--- src/rtl/fetch_stage.sv ---
// fetch_stage: RV32I IF stage with in-order imem requests, prefetch queue and IF/ID register.
// Define FETCH_PERF_CNT_EN to add the fetch_cnt/squash_cnt performance counters.
module fetch_stage #(
  parameter logic [31:0] RESET_PC = 32'h0000_0000,
  parameter int          QDEPTH   = 2
) (
  input  logic        clk,
  input  logic        rst,
  input  logic        keep,
  input  logic        branch_taken,
  input  logic [31:0] branch_target,
  output logic        imem_req,
  output logic [31:0] imem_addr,
  input  logic        imem_ready,
  input  logic        imem_rvalid,
  input  logic [31:0] imem_rdata,
  output logic [31:0] PC_pype0,
  output logic [31:0] PCp4_pype0,
  output logic [31:0] Instraction_pype,
  output logic        inst_valid
`ifdef FETCH_PERF_CNT_EN
  ,
  output logic [31:0] fetch_cnt,
  output logic [31:0] squash_cnt
`endif
);
  localparam int PW = $clog2(QDEPTH);
  localparam int CW = PW + 1;
  localparam logic [31:0] NOP = 32'h0000_0013;

  logic [31:0]   r_fetch_pc, r_resp_pc;
  logic [CW-1:0] r_outstanding, r_qcount;
  logic [7:0]    r_discard;
  logic [PW-1:0] r_head, r_tail;
  logic [31:0]   r_q_pc   [QDEPTH];
  logic [31:0]   r_q_inst [QDEPTH];
  logic          w_accept, w_drop, w_push, w_pop, w_full;

  assign w_full    = r_qcount == CW'(QDEPTH);
  assign imem_req  = !rst && !branch_taken &&
                     ((CW+1)'(r_outstanding) + (CW+1)'(r_qcount) < (CW+1)'(QDEPTH));
  assign imem_addr = r_fetch_pc;
  assign w_accept  = imem_req && imem_ready;
  // a response in the redirect cycle belongs to the old path and is dropped
  assign w_drop    = imem_rvalid && (r_discard != 8'd0 || branch_taken);
  assign w_push    = imem_rvalid && !w_drop && !w_full;
  assign w_pop     = !branch_taken && !keep && r_qcount != '0;

  always_ff @(posedge clk) begin
    if (rst) begin
      r_fetch_pc    <= RESET_PC;
      r_resp_pc     <= RESET_PC;
      r_outstanding <= '0;
      r_qcount      <= '0;
      r_head        <= '0;
      r_tail        <= '0;
      r_discard     <= 8'(r_outstanding);
    end else if (branch_taken) begin
      r_fetch_pc    <= branch_target & ~32'd3;
      r_resp_pc     <= branch_target & ~32'd3;
      r_outstanding <= '0;
      r_qcount      <= '0;
      r_head        <= '0;
      r_tail        <= '0;
      r_discard     <= r_discard + 8'(r_outstanding) - 8'(imem_rvalid);
    end else begin
      if (w_accept) r_fetch_pc <= r_fetch_pc + 32'd4;
      if (w_push) r_resp_pc <= r_resp_pc + 32'd4;
      if (imem_rvalid && r_discard != 8'd0) r_discard <= r_discard - 8'd1;
      r_outstanding <= r_outstanding + CW'(w_accept) - CW'(w_push);
      r_qcount      <= r_qcount + CW'(w_push) - CW'(w_pop);
      if (w_push) r_tail <= r_tail + PW'(1);
      if (w_pop) r_head <= r_head + PW'(1);
    end
  end

  always_ff @(posedge clk) begin
    if (!rst && w_push) begin
      r_q_pc[r_tail]   <= r_resp_pc;
      r_q_inst[r_tail] <= imem_rdata;
    end
  end

  always_ff @(posedge clk) begin
    if (rst || branch_taken) begin
      PC_pype0         <= '0;
      PCp4_pype0       <= '0;
      Instraction_pype <= NOP;
      inst_valid       <= 1'b0;
    end else if (!keep) begin
      inst_valid       <= w_pop;
      Instraction_pype <= w_pop ? r_q_inst[r_head] : NOP;
      if (w_pop) begin
        PC_pype0   <= r_q_pc[r_head];
        PCp4_pype0 <= r_q_pc[r_head] + 32'd4;
      end
    end
  end

`ifdef FETCH_PERF_CNT_EN
  always_ff @(posedge clk) begin
    if (rst) begin
      fetch_cnt  <= '0;
      squash_cnt <= '0;
    end else begin
      fetch_cnt  <= fetch_cnt + 32'(w_pop);
      squash_cnt <= squash_cnt + 32'(w_drop) + (branch_taken ? 32'(r_qcount) : 32'd0);
    end
  end
`endif
endmodule

--- config.mk ---
export PLATFORM = sky130hd
export DESIGN_NAME = fetch_stage
export DESIGN_NICKNAME = d
export VERILOG_FILES = /design/src/rtl/fetch_stage.sv
export SDC_FILE = /design/constraint.sdc
export NUM_CORES = 1
export LEC_CHECK = 0
export CELL_PAD_IN_SITES_DETAIL_PLACEMENT = 1
export CELL_PAD_IN_SITES_GLOBAL_PLACEMENT = 2
export CORE_UTILIZATION = 35
export DETAILED_ROUTE_END_ITERATION = 10
export PLACE_DENSITY = 0.91
export SLEW_MARGIN = 30
export SYNTH_ARGS = -nofsm -noshare
export SYNTH_HDL_FRONTEND = slang
export SYNTH_SLANG_ARGS = --single-unit
--- constraint.sdc ---
create_clock -name clk -period 7.6 [get_ports clk]
set_input_delay 0.76 -clock clk [delete_from_list [all_inputs] [get_ports clk]]
set_output_delay 0.76 -clock clk [all_outputs]
set_load 0.01 [all_outputs]
---- Word level (Yosys, flattened, before mapping) ----
Memories as Yosys holds them, arrays and structs flattened. A register that Yosys moved wholly into a read port is not among the register bits.
Index checks and enable logic that the tools add are counted.
storage, ports and cells
  memories kept ........................... 2
  RAM bits ................................ 128
  output and inout bits ................... 130
  register bits after elaboration ......... 175
  logic and storage cells ................. 71
  input bits .............................. 70
cells by class
  add/sub/neg operators ................... 13
  equal/unequal tests ..................... 1
  bitwise operators ....................... 1
  mux-type cells .......................... 14
  order comparisons ....................... 1
  reductions and logical operators ........ 25
memories
  memory    depth  width  rd ports  clocked after Yosys merged registers in  wr ports  line  source
  r_q_inst  2      32     1         1                                        1         36    logic [31:0] r_q_inst [QDEPTH];
  r_q_pc    2      32     1         1                                        1         35    logic [31:0] r_q_pc [QDEPTH];
operator list
  cell                     number
  $mux W32                 5
  $add A32 B3 Y32 const B  3
  $mux W8                  2
  $logic_and A1 B1 Y1      10
  $add A8 B2 Y8            1
  $reduce_bool A2 Y1       4
  $reduce_bool A8 Y1       1
  $sub A8 B1 Y8            1
  $sub A8 B1 Y8 const B    1
  $mux W1                  6
  $logic_not A1 Y1         5
  $add A2 B1 Y2            2
  $sub A2 B1 Y2            2
  $add A2 B2 Y3            1
  $lt A3 B2 Y1 const B     1
  $reduce_bool A3 Y1       1
  $add A1 B1 Y1 const B    2
  $eq A2 B2 Y1 const B     1
  $logic_or A1 B1 Y1       2
  $mux W2                  1
  $reduce_and A2 Y1        1
  $reduce_or A2 Y1         1
  $not A1 Y1               1

---- Longest topological paths before layout ----
Gate-level depths: netlist of the first run.
  depth in word-level cells ............... 9
  gate-level depth with buffers ........... 12

---- Worst setup path after synthesis of the first run ----
Ideal clock, no wire load.
  path type ............................... input -> register
  start ................................... input branch_taken
  end ..................................... memory r_q_inst[0][0], enable pin
  setup time .............................. 558 ps
  data arrival time ....................... 5574 ps
  stages on the path ...................... 4
  required time ........................... 7042 ps
  setup slack ............................. 1468 ps
  path through ............................ inv_1 -> clkbuf_1 -> nand4_1 -> nor3_1
on the way
  word-level cells in the longest chain between the ends .. 8
RTL lines
  item                              line  source
  start, declared                   10    input logic branch_taken,
  $logic_or A1 B1 Y1                45    assign w_drop = imem_rvalid && (r_discard != 8'd0 || branch_taken);
  $logic_and A1 B1 Y1               45
  $logic_not A1 Y1                  46    assign w_push = imem_rvalid && !w_drop && !w_full;
  $logic_and A1 B1 Y1 (2 in a row)  46
  $logic_and A1 B1 Y1               78    if (!rst && w_push) begin
  $mux W1                           78
  $mux W1 (implied by the code)     80    r_q_inst[r_tail] <= imem_rdata;
  end, declared                     36
Every way passes these cells.

==> summary.md, run 1 <==
| Metric | Value |
|---|---|
| Final net count | `1,546` |
| Crit-path cells | `buf_4, mux2_2, ha_1, nand4b_1, a22oi_1, nand4_1, or3_1, nand3_1` |
| Antenna violations before repair | `0` |
| Post-synthesis compound-gate area fraction | `12.4%` |
| Final Hold Slack | `454 ps` |
| Int Pwr | `2.75 mW` |
| Die height | `196 um` |
| Final hold vios | `0` |
| Status | `finished clean` |
| CTS Buf Count | `31` |
| First drt pass iteration count | `7` |
| Die Width | `196 um` |
| WHS Path Cells | `2` |
| FP Rows | `70` |
| Hold Path Origin | `PCp4_pype0[12]` |
| Clock power frac | `41.4%` |
| Clock Skew | `20.2 ps` |
| Initial drt markers | `424` |
| Ys flop type | `dfxtp_1` |
| Hold Path End | `PCp4_pype0[12]` |
| Synth Area in Adders | `2.69%` |
| Mux cell area share after synthesis | `5.83%` |
| Post-synthesis sequential area ratio | `54.1%` |
| Max incr delay on CP | `750 ps` |
| Net Sw Frac | `25.1%` |
| Yosys warning count | `0` |
| Post-route clock period utilization | `51.3%` |
| Yosys reg bits | `292` |
| Synth Area in XOR/XNOR | `3.47%` |
| Initial Util | `35.7%` |
| Clk root buf | `clkbuf_16` |
| Port buffer count | `191` |
| Post-cts sizing count | `0` |
| Top-area cell type share of the netlist area | `28.8%` |
| Post-synth ARST share | `0%` |
| Maximum VDD drop | `149 uV` |
| Flop2flop setup slack | `3700 ps` |
| Core Area | `36,800 um2` |
| First-pass GRT wire length | `60,100 um` |
| CP top delay family | `simple AND/OR/NAND/NOR gates` |
| Remaining Overflow, GRT | `0` |
| # clock sinks | `292` |
| Clock buffer depth | `3` |
| Clk_lat worst skew | `570 ps` |
| Final wirelength | `38,000 um` |
| Via count | `10,438` |
| Worst slew pin tran | `907 ps` |
| Setup TNS | `0 ps` |
| Max-slew violation count | `0` |
| Pin count of the biggest net entering global routing | `70` |
| H-tree Lvls | `1` |
| ANT nets after route | `0` |
| Gate power share | `11.4%` |
| Critical Path Start Type | `flop` |
| Fill count | `4,061` |
| Setup Buffers After CTS | `0` |
| Synth area leader | `edfxtp_1` |
| Post-Syn Area per Cell | `10.2 um2` |
| Area grow syn2layout | `25.5%` |
| Largest family of logic cells by synthesized area | `simple AND/OR/NAND/NOR gates` |
| CTS clock-pin slew for the worst setup and hold paths | `60 ps` |
| Flop pwr share | `47.2%` |
| CP Class | `reg2reg` |
| Maximum fanout along the worst path | `69` |
| PwrDens | `223 nW/um2` |
| I/O pin count | `200` |
| Max_slew headroom | `39.1%` |
| EDFF count, synth | `126` |
| Layout cells sized above 1 | `7.60%` |
| Routability Congestion | `0.798` |
| Worst endpoint required time | `8110 ps` |
| Worst Hold Class | `reg2reg` |
| Max cap viols | `0` |
| Vias in the first global route | `10,783` |
| Worst setup EP type | `flop` |
| Vias/cell | `5.38` |
| Hold buffers post-CTS | `0` |
| Reg-to-Reg End | `PCp4_pype0[26]` |
| RSZ-0062 raised after global routing | `no` |
| Achievable Freq | `257 MHz` |
| Ranking of synthesized cells by area | `edfxtp_1 29%, dfxtp_1 25%, nor2_1 4.5%` |
| Residual DRC | `0` |
| Synth unique cells | `72` |
| Sw power | `921 uW` |
| Tot GR Track Use | `19.6%` |
| DR WL/cell | `19.6 um` |
| Final Critical Period | `3900 ps` |
| Leakage power total | `5.43 nW` |
| R2R cell count | `8` |
| CTS tree | `done` |
| Synth Area in Simple Gates | `17.7%` |
| Die area | `38,300 um2` |
| Setup Viol. Count Final | `0` |
| Antenna cell count | `0` |
| Dpl hpwl | `26,000 um` |
| CP max stage cell | `dfxtp_4` |
| Synth Instances | `1,282` |
| CP bufs+invs | `1` |
| Cell area after synthesis | `13,100 um2` |
| Worst EP arrival | `4400 ps` |
-- flip-flops by register name, summed over array words and instances (netlist names), 8 cells and up, named ones only --
name,flops
imem_addr,30
Instraction_pype,32
r_discard,8
r_q_inst,64
PC_pype0,30
r_q_pc,60
PCp4_pype0,30
r_resp_pc,30
-- worst min-delay path, cell delays in order, from the launching register on --
cell and delay, ps:
dfxtp_1 310, nand2_1 50, a21oi_1 50
-- layout make-up --
class | instances | area, um2 | area share, %
well taps | 468 | 586 | 3.56
flip-flops and latches | 292 | 7110 | 43.2
clock buffers | 43 | 913 | 5.55
clock inverters | 14 | 120 | 0.729
inverters | 37 | 139 | 0.843
repair buffers | 208 | 2030 | 12.3
multi-input cells | 879 | 5580 | 33.8
-- worst max path at each step --
stage	from	endpoint	slack [ps]	depth (start not counted)
floorplan	branch_taken	r_q_inst[0][0]	1470	4
finish	flop	PCp4_pype0[26]	3700	8
global placement	rst	PCp4_pype0[24]	3710	8
detailed placement	keep	r_qcount[1]	3670	11
CTS	flop	PCp4_pype0[22]	3670	8
global route	flop	PCp4_pype0[24]	3460	7
-- power by group through the flow --
stage	Combinational (mW)	Sequential [mW]	Clock, mW
floorplan	0.274	1.75	0
global placement	0.402	1.76	0
detailed placement	0.417	1.77	0
CTS	0.421	1.73	1.56
global route	0.464	1.74	1.62
finish	0.417	1.73	1.52
-- routing by layer --
layer	up-vias	routed length (um)	global-route usage, %
met5	-	0	0
met2	278	16800	31.3
met4	0	811	4.92
met1	5088	18400	27.7
met3	55	1950	3.01
li1	5017	-	-
-- through the flow --
step                utilization (%)  std cells  setup WS, ps  total power [mW]  cell area (um2)
global route                   44.8       1941          3460              3.82            16500
detailed placement             42.0       1883          3670              2.18            15400
finish                         44.8       1941          3700              3.67            16500
CTS                            44.8       1940          3670              3.71            16500
global placement               41.9       1883          3710              2.16            15400
floorplan                         -       1287          1470              2.03            13100
-- cell usage in the layout (no fill, tap or decap), types with 5 or more instances in the layout --
cell type	n
a21oi_1	82
conb_1	6
and3_1	13
nand4b_1	6
nand2_1	89
xnor2_1	41
nand2b_1	6
nor2_1	154
clkinvlp_4	6
a31oi_1	18
nor3_1	27
mux2_2	16
nor4_1	14
clkbuf_16	33
nand3_1	57
clkbuf_8	5
o21ai_0	44
mux2i_1	57
ha_1	25
or3_1	14
dfxtp_1	165
and4_1	7
o211ai_1	5
nand3b_1	10
a211oi_1	47
clkdlybuf4s50_1	189
and2_1	9
buf_4	16
a22oi_1	9
nand4_1	35
xor2_1	11
clkbuf_1	5
edfxtp_1	126
inv_1	34
-- cell families (layout without fill, tap and decap cells) --
| kind of cell | after synthesis | after routing |
|---|---|---|
| buf+inv | 116 | 302 |
| xor+xnor | 52 | 52 |
| flops | 292 | 292 |
| mux | 74 | 74 |
| compound gates | 255 | 255 |
| fa+ha+maj | 27 | 27 |
| simple gates | 465 | 465 |
| other cells | 1 | 6 |
-- cells in the mapped netlist, types with 6 or more instances --
cell / instances
nand2_1: 91
nand2b_1: 6
nor2_1: 156
xnor2_1: 41
a211oi_1: 47
and3_1: 14
o21ai_0: 44
nand4_1: 35
edfxtp_1: 126
xor2_1: 11
buf_2: 16
mux2_2: 16
inv_1: 35
and2_1: 9
buf_4: 8
or3_1: 14
ha_1: 25
clkbuf_1: 50
nand3_1: 57
a21oi_1: 82
and4_1: 7
nand4b_1: 6
a22oi_1: 9
nor4_1: 14
nor3_1: 28
a31oi_1: 18
dfxtp_1: 166
nand3b_1: 10
mux2i_1: 57
No activity file was read; power rests on OpenSTA's default activity.
==> inputs of run 2 (changes only) <==
- clock period: 7.6 -> 3.6 ns (I/O delays scaled with it)
==> summary.md, run 2 (same netlist as run 1, synthesis figures left out) <==
| Metric | Value |
|---|---|
| Status | `finished clean` |
| Placed inst area | `15,600 um2 (+0.81%)` |
| Metal2 WL | `17,100 um (+1.6%)` |
| Worst slew pin tran | `902 ps (-4.46 ps)` |
| Dpl hpwl | `26,300 um (+1.3%)` |
| Max-slew violation count | `0 (unchanged)` |
| Largest regs | `r_q_inst: 64 flops, r_q_pc: 60 flops, Instraction_pype: 32 flops` |
| Net Sw Frac | `25.1% (+0.027 points)` |
| Largest register by flop count | `r_q_inst` |
| Die area | `38,300 um2 (unchanged)` |
| Worst EP arrival | `2700 ps (-1700 ps)` |
| Critical Path Sink | `imem_req` |
| Worst Hold Class | `in2reg` |
| Most frequent cells in the layout | `189 x clkdlybuf4s50_1, 165 x dfxtp_1, 154 x nor2_1` |
| Leakage power total | `5.49 nW (+1.2%)` |
| I/O pin count | `200 (unchanged)` |
| Area grow syn2layout | `26.2%` |
| Antenna cell count | `0 (unchanged)` |
| Pin count of the biggest net entering global routing | `64 (-8.6%)` |
| Non-Filler Instances | `1,953 (+0.62%)` |
| Achievable Freq | `327 MHz` |
| Port buffer count | `191 (unchanged)` |
| Maximum VDD drop | `358 uV (+140%)` |
| DR WL/cell | `19.5 um (-0.21%)` |
| Fill count | `4,067 (+0.15%)` |
| Final Hold Slack | `285 ps (-168 ps)` |
| Clock Skew | `12.3 ps (-7.97 ps)` |
| Core Area | `36,800 um2 (unchanged)` |
| Final wirelength | `38,100 um (+0.41%)` |
| CTS Buf Count | `31 (unchanged)` |
| Die Width | `196 um (unchanged)` |
| Post-Route M1 WL | `18,700 um (+1.9%)` |
| Die height | `196 um (unchanged)` |
| Critical Path Start Type | `flop` |
| CTS tree | `done` |
| H-tree Lvls | `1 (unchanged)` |
| Worst endpoint required time | `3240 ps (-4870 ps)` |
| Critical Path Source | `r_qcount[0]` |
| Routability Congestion | `0.791 (-0.89%)` |
| First-pass GRT wire length | `60,000 um (-0.15%)` |
| Clock power frac | `40.8% (-0.6 points)` |
| Maximum fanout along the worst path | `5 (-93%)` |
| CTS clock-pin slew for the worst setup and hold paths | `60 ps (about the same)` |
| Clk root buf | `clkbuf_16` |
| First drt pass iteration count | `5 (-2)` |
| Residual DRC | `0 (unchanged)` |
| Hold buffers post-CTS | `0 (unchanged)` |
| Clock buffer depth | `3 (unchanged)` |
| Post-cts sizing count | `0 (unchanged)` |
| Initial Util | `35.7% (unchanged)` |
| Reg-to-Reg End | `PCp4_pype0[30]` |
| Post-route clock period utilization | `85.0%` |
| Max_slew headroom | `39.8% (+0.70 points)` |
| Layout cells sized above 1 | `8.28% (+0.68 points)` |
| Gate power share | `11.6% (+0.2 points)` |
| Final hold vios | `0 (unchanged)` |
| Setup Viol. Count Final | `0 (unchanged)` |
| Final net count | `1,558 (+0.78%)` |
| Int Pwr | `5.75 mW (+110%)` |
| Initial drt markers | `496 (+17%)` |
| Vias in the first global route | `10,664 (-1.1%)` |
| # placed instances | `1,896 (+0.69%)` |
| Vias/cell | `5.36 (-0.31%)` |
| Uppermost layer routed | `met4` |
| Final Cell Area | `16,600 um2 (+0.58%)` |
| Remaining Overflow, GRT | `0 (unchanged)` |
| Sw power | `1.93 mW (+110%)` |
| ANT nets after route | `0 (unchanged)` |
| Post-place setup slack | `678 ps (-2990 ps)` |
| CP Class | `reg2out` |
| Via count | `10,470 (+0.31%)` |
| Max cap viols | `0 (unchanged)` |
| # clock sinks | `292 (unchanged)` |
| Max FFs per register | `64 (unchanged)` |
| R2R cell count | `6 (-2)` |
| Tot GR Track Use | `19.5% (-0.12 points)` |
| Most common cell after layout, fill and taps aside | `clkdlybuf4s50_1` |
| Flop pwr share | `47.6% (+0.4 points)` |
| RSZ-0062 raised after global routing | `no` |
| Clk_lat worst skew | `570 ps (about the same)` |
| PnR worst setup slack | `538 ps (-3160 ps)` |
| Worst setup EP type | `output pin` |
| Setup TNS | `0 ps (unchanged)` |
| Met3 wire len | `1650 um (-15%)` |
| FP Rows | `70 (unchanged)` |
| Final Critical Period | `3060 ps` |
| PwrDens | `464 nW/um2 (+110%)` |
| Setup Buffers After CTS | `0 (unchanged)` |
| Flop2flop setup slack | `790 ps (-2910 ps)` |
| Antenna violations before repair | `0 (unchanged)` |
==> run 2: worst min path at each step <==
stage                         from        endpoint  slack (ps)  cells after the start
floorplan            r_resp_pc[31]   r_q_pc[0][31]         430                      0
global placement    PCp4_pype0[10]  PCp4_pype0[10]         440                      2
detailed placement   PCp4_pype0[7]   PCp4_pype0[7]         450                      2
CTS                   branch_taken    r_discard[6]         240                      2
global route          branch_taken    r_discard[6]         310                      2
finish                branch_taken    r_discard[6]         290                      2
==> run 2: cell type report <==
| cell class | instances | area (um2) | share of cell area (%) |
|---|---|---|---|
| sequential | 292 | 7110 | 42.9 |
| multi-input combinational | 879 | 5580 | 33.7 |
| timing repair buffer | 220 | 2140 | 12.9 |
| clock buffer | 43 | 882 | 5.32 |
| tap | 468 | 586 | 3.53 |
| inverter | 37 | 139 | 0.838 |
| clock inverter | 14 | 124 | 0.748 |
==> run 2: metal layers <==
| metal | up-vias | GRT usage [%] |
|---|---|---|
| met4 | 0 | 3.96 |
| met3 | 43 | 2.56 |
| met1 | 5124 | 27.8 |
| li1 | 5053 | - |
| met2 | 250 | 31.6 |
| met5 | - | 0 |
==> run 2: critical path, stage by stage, from the launching register on <==
cell and delay (ps):
dfxtp_1 420, and2_1 170, fa_1 450, nor4_4 330
buf_4 220, clkdlybuf4s50_1 540
==> run 2: stage by stage <==
stage               power, mW  utilization [%]
finish                   7.68             45.0
global placement         4.58             42.3
global route             8.01             45.0
CTS                      7.78             45.0
floorplan                4.28                -
detailed placement       4.62             42.3
==> run 2: power groups by stage <==
stage          clock [mW]  combinational (mW)  sequential, mW
2_1_floorplan           0               0.580            3.70
3_3_place_gp            0               0.863            3.72
3_5_place_dp            0               0.894            3.73
4_1_cts              3.23               0.903            3.65
5_1_grt              3.35               0.994            3.67
6_report             3.13               0.891            3.66
==> inputs of run 3 (changes only) <==
- CORE_ASPECT_RATIO: default -> 0.5
==> summary.md, run 3 (same netlist as run 1, synthesis figures left out) <==
| Metric | Value |
|---|---|
| Status | `finished clean` |
| Max-slew violation count | `0 (unchanged)` |
| Worst slew pin tran | `932 ps (+29.4 ps)` |
| FP Rows | `49 (-30%)` |
| Die height | `139 um (-29%)` |
| Core Area | `36,400 um2 (-1.0%)` |
| I/O pin count | `200 (unchanged)` |
| Maximum fanout along the worst path | `5 (unchanged)` |
| Util after Layout | `45.5% (+0.45 points)` |
| ANT nets after route | `0 (unchanged)` |
| Critical Path Sink | `imem_req` |
| # placed instances | `1,910 (+0.74%)` |
| Area grow syn2layout | `26.2% (unchanged)` |
| Dpl hpwl | `28,000 um (+6.3%)` |
| Die Width | `276 um (+41%)` |
| First drt pass iteration count | `5 (unchanged)` |
| Final net count | `1,554 (-0.26%)` |
| Maximum VDD drop | `335 uV (-6.5%)` |
| Largest regs | `r_q_inst: 64 flops, r_q_pc: 60 flops, Instraction_pype: 32 flops` |
| Int Pwr | `5.83 mW (+1.4%)` |
| Setup Viol. Count Final | `0 (unchanged)` |
| Routability Congestion | `0.829 (+4.8%)` |
| Residual DRC | `0 (unchanged)` |
| Flop pwr share | `46.9% (-0.7 points)` |
| Most frequent cells in the layout | `189 x clkdlybuf4s50_1, 165 x dfxtp_1, 155 x nor2_1` |
| CTS clock-pin slew for the worst setup and hold paths | `70 ps (about the same)` |
| PwrDens | `471 nW/um2 (+1.6%)` |
| Worst EP arrival | `2750 ps (+50 ps)` |
| Final Power | `7.80 mW (+1.6%)` |
| Hold buffers post-CTS | `0 (unchanged)` |
| Leakage power total | `5.49 nW (about the same)` |
| Max_slew headroom | `37.4% (-2.4 points)` |
| Net Sw Frac | `25.3% (+0.14 points)` |
| CP max stage cell | `clkdlybuf4s50_1` |
| Crit-path cells | `and2_1, fa_1, nor4_4, buf_4, clkdlybuf4s50_1` |
| Post-cts sizing count | `0 (unchanged)` |
| Antenna violations before repair | `0 (unchanged)` |
| PnR worst setup slack | `494 ps (-44.7 ps)` |
| Clock power frac | `41.4% (+0.6 points)` |
| Sw power | `1.97 mW (+2.1%)` |
| RSZ-0062 raised after global routing | `no` |
| Clk root buf | `clkbuf_16` |
| Critical Path Source | `r_qcount[0]` |
| H-tree Lvls | `1 (unchanged)` |
| Clock buffer depth | `3 (unchanged)` |
| Clk_lat worst skew | `560 ps (about the same)` |
| DR WL/cell | `20.6 um (+5.4%)` |
| Achievable Freq | `322 MHz (-1.4%)` |
| Final wirelength | `40,400 um (+6.0%)` |
| Vias/cell | `5.42 (+1.1%)` |
| First-pass GRT wire length | `62,800 um (+4.8%)` |
| Flop2flop setup slack | `500 ps (-290 ps)` |
| Worst Hold Class | `in2reg` |
| Worst setup EP type | `output pin` |
| Worst endpoint required time | `3240 ps (about the same)` |
| # clock sinks | `292 (unchanged)` |
| Setup Buffers After CTS | `0 (unchanged)` |
| Via count | `10,650 (+1.7%)` |
| Post-route clock period utilization | `86.3% (+1.2 points)` |
| Critical Path Start Type | `flop` |
| Max FFs per register | `64 (unchanged)` |
| Non-Filler Instances | `1,964 (+0.56%)` |
| R2R cell count | `6 (unchanged)` |
| Die area | `38,300 um2 (+0.12%)` |
| CP Class | `reg2out` |
| Port buffer count | `191 (unchanged)` |
| Most common cell after layout, fill and taps aside | `clkdlybuf4s50_1` |
| CTS tree | `done` |
| Remaining Overflow, GRT | `0 (unchanged)` |
| Final hold vios | `0 (unchanged)` |
| Tot GR Track Use | `20.7% (+1.2 points)` |
| Setup TNS | `0 ps (unchanged)` |
| Layout cells sized above 1 | `8.11% (-0.17 points)` |
| Pin count of the biggest net entering global routing | `72 (+13%)` |
| Antenna cell count | `0 (unchanged)` |
| Reg-to-Reg End | `PCp4_pype0[29]` |
| Gate power share | `11.6% (about the same)` |
| Max cap viols | `0 (unchanged)` |
| Final Critical Period | `3110 ps (+44.7 ps)` |
| Max incr delay on CP | `540 ps (about the same)` |
| CTS Buf Count | `29 (-6.5%)` |
| Vias in the first global route | `11,042 (+3.5%)` |
| Largest register by flop count | `r_q_inst` |
| Initial drt markers | `647 (+30%)` |
| Post-place setup slack | `673 ps (-5.17 ps)` |
| Initial Util | `36.1% (+0.36 points)` |
| Clock Skew | `17.1 ps (+4.85 ps)` |
==> run 3: changes by cell type in the layout (fill, tap and decap cells not counted), moves of 2 or more <==
cell,previous run,this run
clkbuf_8,4,1
clkinv_2,7,10
clkbuf_16,32,29
bufinv_16,1,5
clkbuf_1,7,3
buf_4,27,25
clkinvlp_4,4,2
==> run 3: final cells by class <==
cell class              instances  area (um2)
inverters                      37         139
clock inverters                21         253
repair buffers                218        2130
well taps                     484         606
fillers                      4019       19900
multi-input cells             879        5580
flip-flops and latches        292        7110
clock buffers                  33         751
==> run 3: power groups by stage <==
stage	clock [mW]	sequential [mW]	combinational, mW
after floorplan	0	3.70	0.580
after global placement	0	3.72	0.856
after detailed placement	0	3.73	0.897
after CTS	3.29	3.66	0.914
after global routing	3.40	3.67	1.01
final	3.23	3.66	0.909
==> run 3: stage by stage <==
step,hold WS [ps],cell area [um2]
6_report,108,16600
3_5_place_dp,454,15600
2_1_floorplan,433,13200
4_1_cts,87.1,16600
3_3_place_gp,443,15600
5_1_grt,108,16600
==> run 3: worst min path at each step <==
| stage | start | endpoint | slack (ps) | cells past startpoint |
|---|---|---|---|---|
| after global routing | rst | r_resp_pc[2] | 110 | 2 |
| after global placement | PCp4_pype0[7] | PCp4_pype0[7] | 440 | 2 |
| final | rst | r_resp_pc[2] | 110 | 2 |
| after floorplan | r_resp_pc[31] | r_q_pc[0][31] | 430 | 0 |
| after CTS | rst | r_resp_pc[2] | 90 | 2 |
| after detailed placement | PC_pype0[23] | PC_pype0[23] | 450 | 2 |
==> run 3: per-layer routing <==
layer | wire length, um | share of wire, % | vias to the layer above | GRT usage, %
met5 | 0 | 0 | - | 0
met4 | 736 | 1.8 | 0 | 4.51
met3 | 1810 | 4.5 | 51 | 3.57
met2 | 19900 | 49 | 189 | 35.6
met1 | 18000 | 45 | 5375 | 27.1
li1 | - | - | 5035 | -
==> run 3: worst max-delay path, delay by kind of cell (launching register included) <==
kind / cells / cell delay, ps
buf+inv: 2 / 770
simple gates: 2 / 520
fa+ha+maj: 1 / 470
flops: 1 / 420
